`config.mk`:
```
export PLATFORM = sky130hd
export DESIGN_NAME = motor_pwm_decode
export DESIGN_NICKNAME = d
export VERILOG_FILES = /design/src/rtl/motor_pkg.sv /design/src/rtl/motor_chan_meas.sv /design/src/rtl/motor_pwm_decode.sv
export SDC_FILE = /design/constraint.sdc
export NUM_CORES = 1
export LEC_CHECK = 0
export CAP_MARGIN = 40
export CORE_MARGIN = 10
export CORE_UTILIZATION = 50
export CTS_CLUSTER_DIAMETER = 150
export DETAILED_ROUTE_END_ITERATION = 10
export GPL_TIMING_DRIVEN = 0
export PLACE_DENSITY = 0.74
export SLEW_MARGIN = 10
export SYNTH_ARGS = -nofsm -noshare
export SYNTH_HDL_FRONTEND = slang
export SYNTH_SLANG_ARGS = --single-unit
```
`constraint.sdc`:
```
create_clock -name clk -period 3.55 [get_ports clk]
set_input_delay 0.71 -clock clk [delete_from_list [all_inputs] [get_ports clk]]
set_output_delay 0.71 -clock clk [all_outputs]
set_load 0.01 [all_outputs]
```
`src/rtl/motor_pkg.sv`:
```
// Shared types and helpers for the motor PWM decode path: channel classification and the
// conversion from a classified channel plus a duty count to a signed command value.
package motor_pkg;

  localparam int unsigned MEAS_W = 11;

  typedef enum logic [2:0] {
    COAST,
    FWD,
    REV,
    BRAKE,
    FAULT
  } chan_state_t;

  // Only FWD and REV carry a magnitude; every other class reports zero.
  function automatic logic signed [MEAS_W-1:0] state_to_meas(chan_state_t st,
                                                             logic [MEAS_W-1:0] cnt);
    logic signed [MEAS_W-1:0] meas;
    meas = '0;
    case (st)
      FWD:     meas = signed'(cnt);
      REV:     meas = -signed'(cnt);
      default: meas = '0;
    endcase
    return meas;
  endfunction

endpackage

```
`src/rtl/motor_chan_meas.sv`:
```
// One H-bridge side: optional input synchronizer, forward/reverse high-time accumulators,
// window-end classification and the registered meas/brk/flt results.
// Optional feature: MOTOR_DECODE_SYNC_EN adds a 2-flop synchronizer on both drive lines.
module motor_chan_meas
  import motor_pkg::*;
#(
  parameter int unsigned WIN_W = 10
) (
  input  logic               clk_i,
  input  logic               rst_ni,
  input  logic               fwd_i,
  input  logic               rev_i,
  input  logic               win_end_i,
  output logic signed [WIN_W:0] meas_o,
  output logic               brk_o,
  output logic               flt_o
);

  localparam int unsigned CntW = WIN_W + 1;
  localparam logic [CntW-1:0] Full = CntW'(1) << WIN_W;

  logic fwd_s, rev_s;

`ifdef MOTOR_DECODE_SYNC_EN
  logic [1:0] fwd_sync_q, rev_sync_q;

  always_ff @(posedge clk_i or negedge rst_ni) begin
    if (!rst_ni) begin
      fwd_sync_q <= '0;
      rev_sync_q <= '0;
    end else begin
      fwd_sync_q <= {fwd_sync_q[0], fwd_i};
      rev_sync_q <= {rev_sync_q[0], rev_i};
    end
  end

  assign fwd_s = fwd_sync_q[1];
  assign rev_s = rev_sync_q[1];
`else
  assign fwd_s = fwd_i;
  assign rev_s = rev_i;
`endif

  logic [CntW-1:0] fc_q, fc_d, rc_q, rc_d;
  logic [CntW-1:0] fc_tot, rc_tot, cnt_sel, cnt_sat;
  chan_state_t     state;
  logic signed [WIN_W:0] meas_q, meas_d;
  logic            brk_q, brk_d, flt_q, flt_d;

  // Totals include the current cycle's sample so the closing cycle is never lost.
  assign fc_tot = fc_q + CntW'(fwd_s);
  assign rc_tot = rc_q + CntW'(rev_s);

  always_comb begin
    state = FAULT;
    if (fc_tot == Full && rc_tot == Full) begin
      state = BRAKE;
    end else if (rc_tot == '0) begin
      state = (fc_tot == '0) ? COAST : FWD;
    end else if (fc_tot == '0) begin
      state = REV;
    end
  end

  always_comb begin
    cnt_sel = (state == REV) ? rc_tot : fc_tot;
    cnt_sat = (cnt_sel == Full) ? Full - CntW'(1) : cnt_sel;
  end

  always_comb begin
    fc_d   = win_end_i ? '0 : fc_tot;
    rc_d   = win_end_i ? '0 : rc_tot;
    meas_d = meas_q;
    brk_d  = brk_q;
    flt_d  = flt_q;
    if (win_end_i) begin
      meas_d = CntW'(state_to_meas(state, MEAS_W'(cnt_sat)));
      brk_d  = (state == BRAKE);
      flt_d  = (state == FAULT);
    end
  end

  always_ff @(posedge clk_i or negedge rst_ni) begin
    if (!rst_ni) begin
      fc_q   <= '0;
      rc_q   <= '0;
      meas_q <= '0;
      brk_q  <= 1'b0;
      flt_q  <= 1'b0;
    end else begin
      fc_q   <= fc_d;
      rc_q   <= rc_d;
      meas_q <= meas_d;
      brk_q  <= brk_d;
      flt_q  <= flt_d;
    end
  end

  assign meas_o = meas_q;
  assign brk_o  = brk_q;
  assign flt_o  = flt_q;

endmodule

```
`src/rtl/motor_pwm_decode.sv`:
```
// Recovers signed left/right motor commands from the four H-bridge drive lines by measuring
// PWM high time over a 2^WIN_W window. Optional: MOTOR_DECODE_SYNC_EN (input synchronizers).
module motor_pwm_decode
  import motor_pkg::*;
#(
  parameter int unsigned WIN_W = 10
) (
  input  logic                 clk,
  input  logic                 rst_n,
  input  logic                 fwd_lft,
  input  logic                 rev_lft,
  input  logic                 fwd_rht,
  input  logic                 rev_rht,
  output logic signed [WIN_W:0] lft_meas,
  output logic signed [WIN_W:0] rht_meas,
  output logic                 lft_brk,
  output logic                 rht_brk,
  output logic                 lft_flt,
  output logic                 rht_flt,
  output logic                 meas_vld
);

  logic [WIN_W-1:0] win_cnt_q;
  logic             win_end;
  logic             meas_vld_q;

  assign win_end = &win_cnt_q;

  always_ff @(posedge clk or negedge rst_n) begin
    if (!rst_n) begin
      win_cnt_q  <= '0;
      meas_vld_q <= 1'b0;
    end else begin
      win_cnt_q  <= win_cnt_q + WIN_W'(1);
      meas_vld_q <= win_end;
    end
  end

  assign meas_vld = meas_vld_q;

  motor_chan_meas #(
    .WIN_W(WIN_W)
  ) u_lft (
    .clk_i    (clk),
    .rst_ni   (rst_n),
    .fwd_i    (fwd_lft),
    .rev_i    (rev_lft),
    .win_end_i(win_end),
    .meas_o   (lft_meas),
    .brk_o    (lft_brk),
    .flt_o    (lft_flt)
  );

  motor_chan_meas #(
    .WIN_W(WIN_W)
  ) u_rht (
    .clk_i    (clk),
    .rst_ni   (rst_n),
    .fwd_i    (fwd_rht),
    .rev_i    (rev_rht),
    .win_end_i(win_end),
    .meas_o   (rht_meas),
    .brk_o    (rht_brk),
    .flt_o    (rht_flt)
  );

endmodule

```
# Word level (Yosys, flattened, before mapping)
# Cells that the tools add are included.
# word_totals
regBits,81
input_bits,6
out_inout_bits,27
elab_cells,58
# op_classes
add_sub_neg,7
eq_ne,14
n_mux,18
reduce_logical,7
# ops
operator,count
11-bit two-way mux,8
11-bit == test (second input constant),6
11-bit by 1-bit adder with 11-bit output,4
11-bit zero test,4
11-bit one-hot mux with 2 select lines,2
11-bit negator,2
3-bit two-way mux,6
3-bit by 2-bit == test with 1-bit output (second input constant),4
10-bit by 1-bit adder with 10-bit output (second input constant),1
10-bit AND reduction,1
3-bit by 1-bit == test with 1-bit output (second input constant),2
3-bit == test (second input constant),2
1-bit logical AND,2
1-bit two-way mux,2

# Logic depth before layout (Yosys ltp)
# Gate-level depths: netlist of the first run.
# logic_depth
word_depth,11
ltp_mapped,16
depth_no_buf,14

# Hierarchy
# A second synthesis of the first run with hierarchy kept.
# hier_totals
cells_unflattened,602
hier_area_um2,5437.7
# modules_own_cells
mod,instances,cells_each,area_per_inst_um2,seq_area_each_um2
motor_chan_meas (u_lft),1,283,2558.7,875.8
motor_chan_meas (u_rht),1,283,2424.8,875.8
motor_pwm_decode,1,36,454.2,275.3

# Least setup slack after synthesis of the first run
# Ideal clock, no wire load.
# synth_path
path_kind,input to register
startpoint,in rev_lft
endpoint,"reg u_lft.meas_q[8], in the netlist u_lft.meas_o[8]"
setup_ps,137
arrival_ps,3809
required_time_ps,3413
slack_ps,-396
cell_stages,16
path_buffers,2
path_cell_list,ha_1 > ha_1 > clkbuf_1 > nand2_1 > a2111o_1 > a22oi_2 > nand3_2 > and2_4 > buf_6 > a211oi_1 > ha_1 > and4_1 > nand3_1 > o31a_1 > a21oi_1 > a21oi_1
# synth_via
elab_chain_len,10
word_cells_on_any_way,13
# synth_lines
element,line,rtl
start: declaration,motor_pwm_decode.sv:11,"input logic rev_lft,"
11-bit by 1-bit adder with 11-bit output (*),motor_chan_meas.sv:52,assign rc_tot = rc_q + CntW'(rev_s);
11-bit zero test / 11-bit == test (equally long branches),"motor_chan_meas.sv:58, motor_chan_meas.sv:56",
3-bit two-way mux / 1-bit logical AND (equally long branches),"motor_chan_meas.sv:58, motor_chan_meas.sv:56",
3-bit two-way mux,motor_chan_meas.sv:56,if (fc_tot == Full && rc_tot == Full) begin
3-bit by 2-bit == test with 1-bit output,"motor_pkg.sv:20, motor_chan_meas.sv:66",
11-bit two-way mux,motor_chan_meas.sv:66,cnt_sel = (state == REV) ? rc_tot : fc_tot;
11-bit == test,motor_chan_meas.sv:67,cnt_sat = (cnt_sel == Full) ? Full - CntW'(1) : cnt_sel;
11-bit two-way mux,motor_chan_meas.sv:67,
11-bit negator,motor_pkg.sv:22,REV: meas = -signed'(cnt);
11-bit one-hot mux with 2 select lines (*),motor_pkg.sv:20,case (st)
end signal: assignment,motor_chan_meas.sv:93,meas_q <= meas_d;
end: declaration,motor_chan_meas.sv:47,"logic signed [WIN_W:0] meas_q, meas_d;"
# Every way passes the cells marked *; elsewhere a longest branch is shown, timed or not.
# A chain may end at the register's enable or synchronous reset.

# Final worst setup path of the first run
# layout_path
startpoint,in rev_rht
endpoint,"reg u_rht.meas_q[5], in the netlist u_rht.meas_o[5]"
# layout_via
elab_chain_len,10
word_cells_on_any_way,13
# layout_lines
element,line,rtl
start: declaration,motor_pwm_decode.sv:13,"input logic rev_rht,"
11-bit by 1-bit adder with 11-bit output (*),motor_chan_meas.sv:52,
11-bit zero test / 11-bit == test (equally long branches),"motor_chan_meas.sv:58, motor_chan_meas.sv:56",
3-bit two-way mux / 1-bit logical AND (equally long branches),"motor_chan_meas.sv:58, motor_chan_meas.sv:56",
3-bit two-way mux,motor_chan_meas.sv:56,
3-bit by 2-bit == test with 1-bit output,"motor_pkg.sv:20, motor_chan_meas.sv:66",
11-bit two-way mux,motor_chan_meas.sv:66,
11-bit == test,motor_chan_meas.sv:67,
11-bit two-way mux,motor_chan_meas.sv:67,
11-bit negator,motor_pkg.sv:22,
11-bit one-hot mux with 2 select lines (*),motor_pkg.sv:20,
end signal: assignment,motor_chan_meas.sv:93,
end: declaration,motor_chan_meas.sv:47,
# Marked as above.

==> run summary, run 1 <==
- **outcome** completed
- **share of the cycle needed by the critical path after routing** 99.6%
- **number of endpoints with negative hold slack in the final report** 0
- **slew at the pin closest to its max-slew limit** 0.693 ns
- **worst-case setup slack after placement** -0.949 ns
- **TritonRoute pass-1 iters** 7
- **overall track demand over capacity in global routing** 20.7%
- **post-synthesis area per instance** 9.11 µm²
- **fin. max-slew vios** 0
- **Buffers & Inverters on Critical Path** 10
- **CTS tree** done
- **share of synthesized area occupied by flip-flops and latches** 38.2%
- **cell taking the most area after synthesis** sky130_fd_sc_hd__dfrtp_1
- **proportion of register bits with asynchronous set or reset after synthesis** 100%
- **endpoint of the worst register-to-register path** u_rht.meas_o[5]$_DFFE_PN0P_
- **worst clock skew** 0.00977 ns
- **r2r setup slk** 0.11 ns
- **Yosys top cell area share** 38.2%
- **Arrival @ worst endpoint** 3.78 ns
- **largest voltage drop on the vdd net** 367 µV
- **global-route wire length before repair** 24,900 µm
- **Setup crit end kind** flip-flop
- **worst setup path startpoint** rev_rht
- **smallest setup slack after layout** 0.0125 ns
- **number of standard-cell rows in the floorplan** 37
- **Critical Path RT** 3.79 ns
- **Ant. Diodes** 0
- **kind of launch point of the worst setup path** primary input
- **number of buffers inserted by hold repair at cts** 0
- **remaining antenna violation count** 0
- **total length of routed wires** 15,800 µm
- **number of setup violations in the final report** 0
- **pin count of the biggest net entering global routing** 64
- **floorplan die height** 123 µm
- **area growth from synthesis to layout** 30.0%
- **proportion of layout cells with a drive suffix above 1** 25.0%
- **Inserted Clock Buffers** 9
- **initial detailed-routing violation count** 352
- **number of maximum-capacitance constraint violations** 0
- **Crit Path Max Fanout** 6
- **Worst-Skew Late Latency** 0.37 ns
- **Highest Clock Rate** 283 MHz
- **# IOs** 33
- **instance count of the mapped netlist** 583
- **number of nets produced by synthesis** 600
- **largest cells by area after synthesis** sky130_fd_sc_hd__dfrtp_1, sky130_fd_sc_hd__nor2_1, sky130_fd_sc_hd__xnor2_1
- **most frequently used flop master after synthesis** sky130_fd_sc_hd__dfrtp_1
- **last weighted congestion value of the routability-driven placer** 0.965
- **unrepaired setup endpoints after global routing** true
- **count of buffers inserted at the top-level ports** 32
- **total of flip-flops plus latches after synthesis** 81
- **logic depth of the worst register-to-register path** 19
- **EDFF count, synth** 0
- **dominant delay contributor by cell family on the critical path** buffers and inverters
- **layout filler cell count** 785
- **standard cell core area** 10,300 µm²
- **clock sink count** 81
- **wire per inst** 19.2 µm
- **worst setup path endpoint** u_rht.meas_o[5]$_DFFE_PN0P_
- **Chip Width** 123 µm
- **min Tclk post-route** 3.54 ns
- **initial antenna violation count** 0
- **count of nets after finishing** 696
- **slowest library cell on the worst path** sky130_fd_sc_hd__a211oi_1
- **filler-free cell count of the finished design** 820
- **cell area power density** 626 nW/µm²
- **biggest cell delay along the critical path** 0.39 ns
- **residual DRC count** 0
- **Most Frequent Cell on Critical Path** sky130_fd_sc_hd__buf_4
- **Setup Crit Path Kind** primary input to flip-flop
- **total number of yosys warnings** 0
- **Hold Path Class** primary input to asynchronous set/reset pin
- **reg-to-reg startpoint** u_rht.rc_q[0]$_DFF_PN0_
- **GR Overflow Total** 0
- **number of vias per cell** 6.10
- **static leakage** 0.00290 µW
- **clock buffer depth** 2
- **post-detailed-placement half-perimeter wirelength** 10,300 µm
- **register clock-pin slew on the reported worst setup and hold paths** 0.09 ns
- **floorplan die area** 15,100 µm²
- **H-tree lvl count** 3
- **worst slew margin relative to its limit** 53.8%
- **number of cells in the design after placement** 752
- **via count of the first global-routing pass** 4,945
- **via count** 5,001
- **instance count on the critical path** 20
- **count of unique library cells instantiated by Yosys** 84
- **series of cell instances along the critical path** dlymetal6s2s_1 > ha_4 > ha_1 > buf_6 > buf_4 > nand2_1 > a21oi_1 > o21ai_1 > o41ai_2 > buf_4 > buf_4 > buf_4 > buf_4 > buf_4 > buf_4 > buf_4 > nand2_4 > a21oi_1 > a211oi_1 > nor2_1
- **clock root buffer** sky130_fd_sc_hd__clkbuf_8
- **post-synthesis cell area** 5310 µm²
- **Starting Density** 51.4%
cell families after synthesis:
kind of cell / after synthesis / synth area share [%]
AOI/OAI and AO/OA: 135 / 19.6
xor gates and xnor gates: 57 / 9.54
adders and majority gates: 11 / 2.59
buffers and inverters: 42 / 4.45
DFF: 81 / 38.2
muxes: 5 / 0.966
and+or+nand+nor: 252 / 24.7
how the worst min path moves through the flow:
stage,startpoint,to,slack (ns),cells after the start
detailed placement,win_cnt_q[7]$_DFF_PN0_,win_cnt_q[7]$_DFF_PN0_,0.45,1
floorplan,rst_n,meas_vld$_DFF_PN0_,0.41,0
global route,rst_n,u_lft.fc_q[2]$_DFF_PN0_,0.21,1
global placement,win_cnt_q[0]$_DFF_PN0_,win_cnt_q[0]$_DFF_PN0_,0.44,1
CTS,rst_n,u_lft.fc_q[2]$_DFF_PN0_,0.22,1
finish,rst_n,u_lft.fc_q[2]$_DFF_PN0_,0.22,1
report_power, final:
group          switching [µW]  internal, µW  total [µW]
Sequential                176          1070        1250
Clock                     344           383         726
Combinational            1320          1020        2340
sequential cells by signal, summed over array words and instances, names as in the netlist:
signal,flops
u_lft.meas_o,11
u_rht.brk_o,1
u_lft.fc_q,11
u_rht.fc_q,11
win_cnt_q,10
u_lft.flt_o,1
u_lft.rc_q,11
u_lft.brk_o,1
u_rht.rc_q,11
u_rht.meas_o,11
u_rht.flt_o,1
meas_vld,1
area by class of cell:
cell class / count / area (µm²) / area share, %
clock buffers: 14 / 173 / 2.50
well taps: 136 / 170 / 2.47
inverters: 10 / 37.5 / 0.544
repair buffers: 86 / 748 / 10.8
clock inverters: 2 / 35.0 / 0.508
flip-flops and latches: 81 / 2030 / 29.4
multi-input cells: 461 / 3470 / 50.3
plain buffers: 30 / 238 / 3.44
metrics by stage:
step	hold WS, ns	area (µm²)	util (%)	power [µW]	setup TNS, ns
finish	0.216	6900	66.9	4320	0
global route	0.210	6900	66.9	4570	-0.0981
CTS	0.216	6680	64.7	4110	0
detailed placement	0.453	5910	57.3	3070	-12.13
global placement	0.439	5890	57.0	3030	-98.47
floorplan	0.414	5400	-	2650	0
synthesized netlist by cell type, drive strengths merged (4+ instances only):
library cell	instances
nor2	84
dfrtp	81
nand2	50
a21oi	35
xnor2	31
nand3	27
xor2	26
nor3	20
clkbuf	17
o21ai	17
buf	15
nand4	15
and2	13
a211oi	11
ha	11
inv	10
a31oi	9
and3	7
a211o	6
a21boi	5
a22oi	5
and4	5
nor4	5
o31ai	5
or2	5
a21o	4
mux2i	4
nand2b	4
nor2b	4
nor3b	4
o2111ai	4
o21a	4
or4	4
placed cells by master (no fill, tap or decap), types with 7 or more instances in the layout:
master,n
sky130_fd_sc_hd__a21oi_1,31
sky130_fd_sc_hd__a31oi_1,9
sky130_fd_sc_hd__and2_1,9
sky130_fd_sc_hd__buf_4,55
sky130_fd_sc_hd__buf_6,8
sky130_fd_sc_hd__clkbuf_1,10
sky130_fd_sc_hd__clkbuf_8,15
sky130_fd_sc_hd__clkdlybuf4s50_1,27
sky130_fd_sc_hd__dfrtp_1,81
sky130_fd_sc_hd__inv_1,10
sky130_fd_sc_hd__nand2_1,47
sky130_fd_sc_hd__nand3_1,20
sky130_fd_sc_hd__nand4_1,14
sky130_fd_sc_hd__nor2_1,83
sky130_fd_sc_hd__nor3_1,18
sky130_fd_sc_hd__o21ai_0,10
sky130_fd_sc_hd__o21ai_1,7
sky130_fd_sc_hd__xnor2_1,28
sky130_fd_sc_hd__xor2_1,22
repair_timing:
| item | 4_1_cts | 5_1_grt |
|---|---|---|
| resized for setup | 61 | 23 |
| setup endpoints to repair | 18 | 17 |
| pin swaps | 27 | 28 |
| setup buffers | 35 | 19 |
| cloned | 0 | 1 |
metal layers:
layer | vias up | track usage [%] | share of wire, %
met3 | 84 | 4.65 | 6.7
met4 | 0 | 12.7 | 5.5
met5 | - | 0 | 0
met2 | 235 | 34.7 | 49
li1 | 2289 | - | -
met1 | 2393 | 23.7 | 39
No activity file was read; power rests on OpenSTA's default activity.
==> run 2: changes to the inputs <==
PLACE_DENSITY = 0.71   (was 0.74)
clock period = 4.5 ns   (was 3.55 ns; I/O delays follow)
==> run 2 against run 1 <==
  * Sequential power down 23%
  * Critical path depth down 3
  * Register-to-register slack better by 0.68 ns
  * Clock skew up 0.00063 ns
  * Core utilization down 7.2 points
  * Critical endpoint is now u_lft.meas_o[8]$_DFFE_PN0P_
  * Largest cell class unchanged
  * Highest routed layer unchanged
==> run summary, run 2 (same netlist as run 1, synthesis figures left out) <==
- **static leakage** 0.00253 µW, was 0.00290 µW
- **GR Overflow Total** 0, unchanged
- **Hold Path Class** primary input to asynchronous set/reset pin, unchanged
- **via count** 4,638, was 5,001
- **initial antenna violation count** 0, unchanged
- **number of maximum-capacitance constraint violations** 0, unchanged
- **area growth from synthesis to layout** 15.9%, was 30.0%
- **series of cell instances along the critical path** clkdlybuf4s50_1 > ha_2 > ha_1 > clkbuf_4 > nand2_1 > a2111o_1 > a22oi_2 > nand3_2 > and2_4 > buf_6 > a211oi_2 > ha_2 > and4_1 > nand3_1 > o31a_1 > a21oi_1 > a21oi_1, was dlymetal6s2s_1 > ha_4 > ha_1 > buf_6 > buf_4 > nand2_1 > a21oi_1 > o21ai_1 > o41ai_2 > buf_4 > buf_4 > buf_4 > buf_4 > buf_4 > buf_4 > buf_4 > nand2_4 > a21oi_1 > a211oi_1 > nor2_1
- **Arrival @ worst endpoint** 4.58 ns, was 3.78 ns
- **biggest cell delay along the critical path** 0.46 ns, was 0.39 ns
- **residual DRC count** 0, unchanged
- **Ant. Diodes** 0, unchanged
- **number of standard-cell rows in the floorplan** 37, unchanged
- **register clock-pin slew on the reported worst setup and hold paths** 0.09 ns, about the same
- **TritonRoute pass-1 iters** 5, was 7
- **most common library cell in the layout ignoring fill and taps** sky130_fd_sc_hd__nor2_1, unchanged
- **total length of routed wires** 14,300 µm, was 15,800 µm
- **Inserted Clock Buffers** 9, unchanged
- **largest voltage drop on the vdd net** 233 µV, was 367 µV
- **remaining antenna violation count** 0, unchanged
- **Critical Path RT** 4.74 ns, was 3.79 ns
- **number of vias per cell** 6.02, was 6.10
- **smallest setup slack after layout** 0.162 ns, was 0.0125 ns
- **cell area power density** 496 nW/µm², was 626 nW/µm²
- **commonest cells after routing, fill and taps aside** sky130_fd_sc_hd__nor2_1, sky130_fd_sc_hd__dfrtp_1, sky130_fd_sc_hd__nand2_1, sky130_fd_sc_hd__a21oi_1, sky130_fd_sc_hd__clkdlybuf4s50_1, was sky130_fd_sc_hd__nor2_1, sky130_fd_sc_hd__dfrtp_1, sky130_fd_sc_hd__buf_4, sky130_fd_sc_hd__nand2_1, sky130_fd_sc_hd__a21oi_1
- **number of endpoints with negative hold slack in the final report** 0, unchanged
- **Setup crit end kind** flip-flop, unchanged
- **setup TNS** 0 ns, unchanged
- **filler-free cell count of the finished design** 770, was 820
- **proportion of layout cells with a drive suffix above 1** 14.2%, was 25.0%
- **Worst-Skew Late Latency** 0.39 ns, was 0.37 ns
- **final cell area excluding filler cells** 6160 µm², was 6900 µm²
- **number of setup violations in the final report** 0, unchanged
- **CTS tree** done, unchanged
- **count of nets after finishing** 646, was 696
- **layout filler cell count** 905, was 785
- **area of all sequential standard cells** 2030 µm², unchanged
- **post-detailed-placement half-perimeter wirelength** 10,500 µm, was 10,300 µm
- **# IOs** 33, unchanged
- **Chip Width** 123 µm, unchanged
- **logic depth of the worst register-to-register path** 16, was 19
- **standard cell core area** 10,300 µm², unchanged
- **initial detailed-routing violation count** 334, was 352
- **slew at the pin closest to its max-slew limit** 0.859 ns, was 0.693 ns
- **Highest Clock Rate** 231 MHz
- **floorplan die height** 123 µm, unchanged
- **slowest library cell on the worst path** sky130_fd_sc_hd__clkdlybuf4s50_1, was sky130_fd_sc_hd__a211oi_1
- **Setup Crit Path Kind** primary input to flip-flop, unchanged
- **worst slew margin relative to its limit** 42.7%, was 53.8%
- **kind of launch point of the worst setup path** primary input, unchanged
- **number of cells in the design after placement** 752, unchanged
- **total area of multi-input combinational cells** 3120 µm², was 3470 µm²
- **worst clock skew** 0.0104 ns, was 0.00977 ns
- **H-tree lvl count** 3, unchanged
- **last weighted congestion value of the routability-driven placer** 0.931, was 0.965
- **share of the cycle needed by the critical path after routing** 96.4%
- **fin. max-slew vios** 0, unchanged
- **global-route wire length before repair** 23,000 µm, was 24,900 µm
- **overall track demand over capacity in global routing** 19.4%, was 20.7%
- **worst-case setup slack after placement** -0.750 ns, was -0.949 ns
- **outcome** completed, unchanged
- **clock buffer depth** 2, unchanged
- **number of buffers inserted by hold repair at cts** 0, unchanged
- **clock root buffer** sky130_fd_sc_hd__clkbuf_8, unchanged
- **floorplan die area** 15,100 µm², unchanged
- **clock sink count** 81, unchanged
- **pin count of the biggest net entering global routing** 62, was 64
- **count of buffers inserted at the top-level ports** 32, unchanged
- **Starting Density** 51.4%, unchanged
- **wire per inst** 18.6 µm, was 19.2 µm
- **placed cell areas** 5830 µm², was 5910 µm²
- **via count of the first global-routing pass** 4,527, was 4,945
- **Crit Path Max Fanout** 10, was 6
- **min Tclk post-route** 4.34 ns
[run 2: cell types whose count changed in the layout (fill, tap and decap cells not counted), moves of 4 or more]
cell                              previous run  this run
sky130_fd_sc_hd__ha_1                        2         9
sky130_fd_sc_hd__clkdlybuf4s50_1            27        31
sky130_fd_sc_hd__ha_4                        6         0
sky130_fd_sc_hd__o21ai_0                    10        14
sky130_fd_sc_hd__buf_4                      55         7
sky130_fd_sc_hd__o21ai_1                     7         3
[run 2: timing repair]
action	4_1_cts	5_1_grt
gates resized for setup	5	12
cloned	0	0
pin swaps	0	2
endpoints found under the setup margin	4	5
buffers inserted	1	2
[run 2: worst max-delay path, delay by kind of cell]
family	cells	cell delay, ns
and+or+nand+nor	5	0.82
adders and majority gates	3	0.70
buffers and inverters	3	0.81
AOI/OAI and AO/OA	6	1.35
[run 2: power by group]
group / leakage (µW) / switching [µW] / internal [µW]
combinational: 0.00141 / 890 / 573
clock: 0.000115 / 284 / 341
sequential: 0.00101 / 118 / 847
total: 0.00253 / 1290 / 1760
[run 2: final timing paths]
kind / to / startpoint / slack [ns]
hold / removal: u_lft.fc_q[0]$_DFF_PN0_ / rst_n / 0.39
hold reg to reg: win_cnt_q[0]$_DFF_PN0_ / win_cnt_q[0]$_DFF_PN0_ / 0.46
max in group asynchronous: u_lft.brk_o$_DFFE_PN0P_ / rst_n / 3.52
setup reg to reg: u_lft.meas_o[8]$_DFFE_PN0P_ / u_lft.rc_q[0]$_DFF_PN0_ / 0.79
setup / recovery: u_lft.meas_o[8]$_DFFE_PN0P_ / rev_lft / 0.16
min in group clk: win_cnt_q[0]$_DFF_PN0_ / win_cnt_q[0]$_DFF_PN0_ / 0.46
[run 2: per-layer routing]
metal,track usage (%),vias to the layer above,wire (µm)
li1,-,2196,-
met1,23.0,2246,5900
met2,32.5,160,7070
met3,4.06,36,835
met4,10.4,0,528
met5,0,-,0
[run 2: area by class of cell]
class                      count  area share (%)
timing repair buffer          36            5.98
buffer                        31            3.25
multi-input combinational    460            50.8
sequential                    81            32.9
inverter                      10           0.610
clock inverter                 5            1.26
clock buffer                  11            2.46
tap                          136            2.76
[run 2: per-stage QoR]
| step | hold slack (ns) | total power, µW | utilization (%) |
|---|---|---|---|
| floorplan | 0.422 | 2030 | - |
| global placement | 0.438 | 2320 | 56.2 |
| detailed placement | 0.447 | 2350 | 56.4 |
| CTS | 0.402 | 3000 | 58.9 |
| global route | 0.410 | 3240 | 59.6 |
| finish | 0.390 | 3050 | 59.6 |
==> run 3: changes to the inputs <==
GPL_TIMING_DRIVEN = 1   (was 0)
clock period = 4.16 ns   (was 4.5 ns; I/O delays follow)
==> run 3 against run 2 <==
  * Sequential power up 19%
  * Routed wire length up 1.3%
  * Cell area up 2.0%
  * Non-clock buffer count up 27
  * Die area unchanged
  * Critical path depth down 2
  * Total power up 9.3%
  * Highest routed layer unchanged
==> run summary, run 3 (same netlist as run 1, synthesis figures left out) <==
- **clock buffer depth** 2, unchanged
- **global-route wire length before repair** 23,700 µm, was 23,000 µm
- **total area of multi-input combinational cells** 3050 µm², was 3120 µm²
- **number of standard-cell rows in the floorplan** 37, unchanged
- **standard cell core area** 10,300 µm², unchanged
- **overall track demand over capacity in global routing** 19.7%, was 19.4%
- **remaining antenna violation count** 0, unchanged
- **series of cell instances along the critical path** clkdlybuf4s50_1 > ha_1 > ha_1 > a211o_1 > a2111o_1 > a22oi_4 > and3_4 > and2_4 > a211oi_2 > ha_1 > buf_4 > nand2_1 > a211oi_2 > a2111oi_2 > a21o_1, was clkdlybuf4s50_1 > ha_2 > ha_1 > clkbuf_4 > nand2_1 > a2111o_1 > a22oi_2 > nand3_2 > and2_4 > buf_6 > a211oi_2 > ha_2 > and4_1 > nand3_1 > o31a_1 > a21oi_1 > a21oi_1
- **worst setup path endpoint** u_lft.meas_o[2]$_DFFE_PN0P_, was u_lft.meas_o[8]$_DFFE_PN0P_
- **GR Overflow Total** 0, unchanged
- **initial detailed-routing violation count** 391, was 334
- **worst clock skew** 0.0116 ns, was 0.0104 ns
- **Crit Path Max Fanout** 6, was 10
- **most common library cell in the layout ignoring fill and taps** sky130_fd_sc_hd__nor2_1, unchanged
- **Highest Clock Rate** 256 MHz
- **number of buffers inserted by hold repair at cts** 0, unchanged
- **count of nets after finishing** 673, was 646
- **Critical Path RT** 4.48 ns, was 4.74 ns
- **count of buffers inserted at the top-level ports** 32, unchanged
- **floorplan die area** 15,100 µm², unchanged
- **worst setup path startpoint** fwd_lft, was rev_lft
- **area growth from synthesis to layout** 18.3%, was 15.9%
- **number of cells in the design after placement** 780, was 752
- **endpoint of the worst register-to-register path** u_lft.meas_o[2]$_DFFE_PN0P_, was u_lft.meas_o[8]$_DFFE_PN0P_
- **outcome** completed, unchanged
- **pin count of the biggest net entering global routing** 64, was 62
- **proportion of layout cells with a drive suffix above 1** 17.7%, was 14.2%
- **number of endpoints with negative hold slack in the final report** 0, unchanged
- **register clock-pin slew on the reported worst setup and hold paths** 0.09 ns, about the same
- **clock root buffer** sky130_fd_sc_hd__clkbuf_8, unchanged
- **TritonRoute pass-1 iters** 5, unchanged
- **filler-free cell count of the finished design** 797, was 770
- **Arrival @ worst endpoint** 4.23 ns, was 4.58 ns
- **Starting Density** 51.4%, unchanged
- **clock sink count** 81, unchanged
- **post-detailed-placement half-perimeter wirelength** 10,800 µm, was 10,500 µm
- **Setup crit end kind** flip-flop, unchanged
- **Chip Width** 123 µm, unchanged
- **total length of routed wires** 14,500 µm, was 14,300 µm
- **min Tclk post-route** 3.91 ns
- **r2r setup slk** 0.76 ns, was 0.79 ns
- **floorplan die height** 123 µm, unchanged
- **via count of the first global-routing pass** 4,762, was 4,527
- **last weighted congestion value of the routability-driven placer** 0.958, was 0.931
- **kind of launch point of the worst setup path** primary input, unchanged
- **dominant delay contributor by cell family on the critical path** compound AO/OA/AOI/OAI gates, unchanged
- **Hold Path Class** primary input to asynchronous set/reset pin, unchanged
- **area of all sequential standard cells** 2030 µm², unchanged
- **slew at the pin closest to its max-slew limit** 0.677 ns, was 0.859 ns
- **residual DRC count** 0, unchanged
- **layout filler cell count** 876, was 905
- **via count** 4,769, was 4,638
- **Setup Crit Path Kind** primary input to flip-flop, unchanged
- **# IOs** 33, unchanged
- **number of vias per cell** 5.98, was 6.02
- **H-tree lvl count** 3, unchanged
- **Worst-Skew Late Latency** 0.39 ns, about the same
- **cell area power density** 531 nW/µm², was 496 nW/µm²
- **Most Frequent Cell on Critical Path** sky130_fd_sc_hd__ha_1
- **biggest cell delay along the critical path** 0.45 ns, was 0.46 ns
- **static leakage** 0.00267 µW, was 0.00253 µW
- **initial antenna violation count** 0, unchanged
- **Inserted Clock Buffers** 9, unchanged
- **fin. max-slew vios** 0, unchanged
- **CTS tree** done, unchanged
- **wire per inst** 18.2 µm, was 18.6 µm
- **number of setup violations in the final report** 0, unchanged
- **unrepaired setup endpoints after global routing** false
- **number of maximum-capacitance constraint violations** 0, unchanged
- **share of the core filled with cells** 60.8%, was 59.6%
- **largest voltage drop on the vdd net** 341 µV, was 233 µV
- **worst slew margin relative to its limit** 54.4%, was 42.7%
- **share of the cycle needed by the critical path after routing** 94.0%
- **commonest cells after routing, fill and taps aside** sky130_fd_sc_hd__nor2_1, sky130_fd_sc_hd__dfrtp_1, sky130_fd_sc_hd__buf_4, sky130_fd_sc_hd__nand2_1, sky130_fd_sc_hd__a21oi_1, was sky130_fd_sc_hd__nor2_1, sky130_fd_sc_hd__dfrtp_1, sky130_fd_sc_hd__nand2_1, sky130_fd_sc_hd__a21oi_1, sky130_fd_sc_hd__clkdlybuf4s50_1
- **slowest library cell on the worst path** sky130_fd_sc_hd__a2111o_1, was sky130_fd_sc_hd__clkdlybuf4s50_1
- **logic depth of the worst register-to-register path** 14, was 16
- **Buffers & Inverters on Critical Path** 2, was 3
- **Ant. Diodes** 0, unchanged
- **instance count on the critical path** 15, was 17
- **reg-to-reg startpoint** u_lft.fc_q[0]$_DFF_PN0_, was u_lft.rc_q[0]$_DFF_PN0_
run 3: changes by cell type in the layout (fill, tap and decap cells not counted), moves of 3 or more:
cell and change:
sky130_fd_sc_hd__buf_1 -3, sky130_fd_sc_hd__buf_4 +55, sky130_fd_sc_hd__buf_2 -4, sky130_fd_sc_hd__buf_6 -5, sky130_fd_sc_hd__clkbuf_8 -3, sky130_fd_sc_hd__clkbuf_1 -7
run 3: final cells by class:
cell class	instances	area share, %
multi-input cells	460	48.6
flip-flops and latches	81	32.3
repair buffers	94	12.8
well taps	136	2.71
clock buffers	13	2.37
clock inverters	3	0.637
inverters	10	0.598
run 3: worst min-delay path by stage:
stage                                start                     endpoint  slack, ns  cells after the start
floorplan           win_cnt_q[0]$_DFF_PN0_       win_cnt_q[0]$_DFF_PN0_       0.42                      1
global placement    win_cnt_q[0]$_DFF_PN0_       win_cnt_q[0]$_DFF_PN0_       0.44                      1
detailed placement  win_cnt_q[0]$_DFF_PN0_       win_cnt_q[0]$_DFF_PN0_       0.44                      1
CTS                                  rst_n  u_lft.meas_o[9]$_DFFE_PN0P_       0.32                      1
global route                         rst_n  u_lft.meas_o[0]$_DFFE_PN0P_       0.33                      1
finish                               rst_n  u_lft.meas_o[9]$_DFFE_PN0P_       0.32                      1
run 3: what timing repair did:
| item | CTS | global route |
|---|---|---|
| setup buffers | 0 | 1 |
| setup endpoints to repair | 0 | 7 |
| gates resized for setup | 0 | 2 |
run 3: per-layer routing:
metal  vias up  part of all wire [%]  GRT usage (%)
met5         -                     0              0
met4         0                   4.1           10.6
met3        51                   4.8           4.69
met2       147                    50           33.6
met1      2317                    41           22.3
li1       2254                     -              -
run 3: power by group:
part / total (µW) / switching [µW] / internal, µW
sequential: 1150 / 236 / 916
combinational: 1600 / 874 / 721
clock: 590 / 298 / 293
total: 3340 / 1410 / 1930
run 3: through the flow:
step / hold WS (ns) / setup TNS, ns / cell area (µm²) / total power (µW) / worst slack, ns
floorplan: 0.422 / 0 / 5310 / 2190 / 0.0919
global placement: 0.435 / -0.343 / 6050 / 2670 / -0.121
detailed placement: 0.441 / -1.15 / 6080 / 2720 / -0.266
CTS: 0.322 / 0 / 6270 / 3320 / 0.132
global route: 0.332 / 0 / 6280 / 3550 / 0.0235
finish: 0.318 / 0 / 6280 / 3340 / 0.250
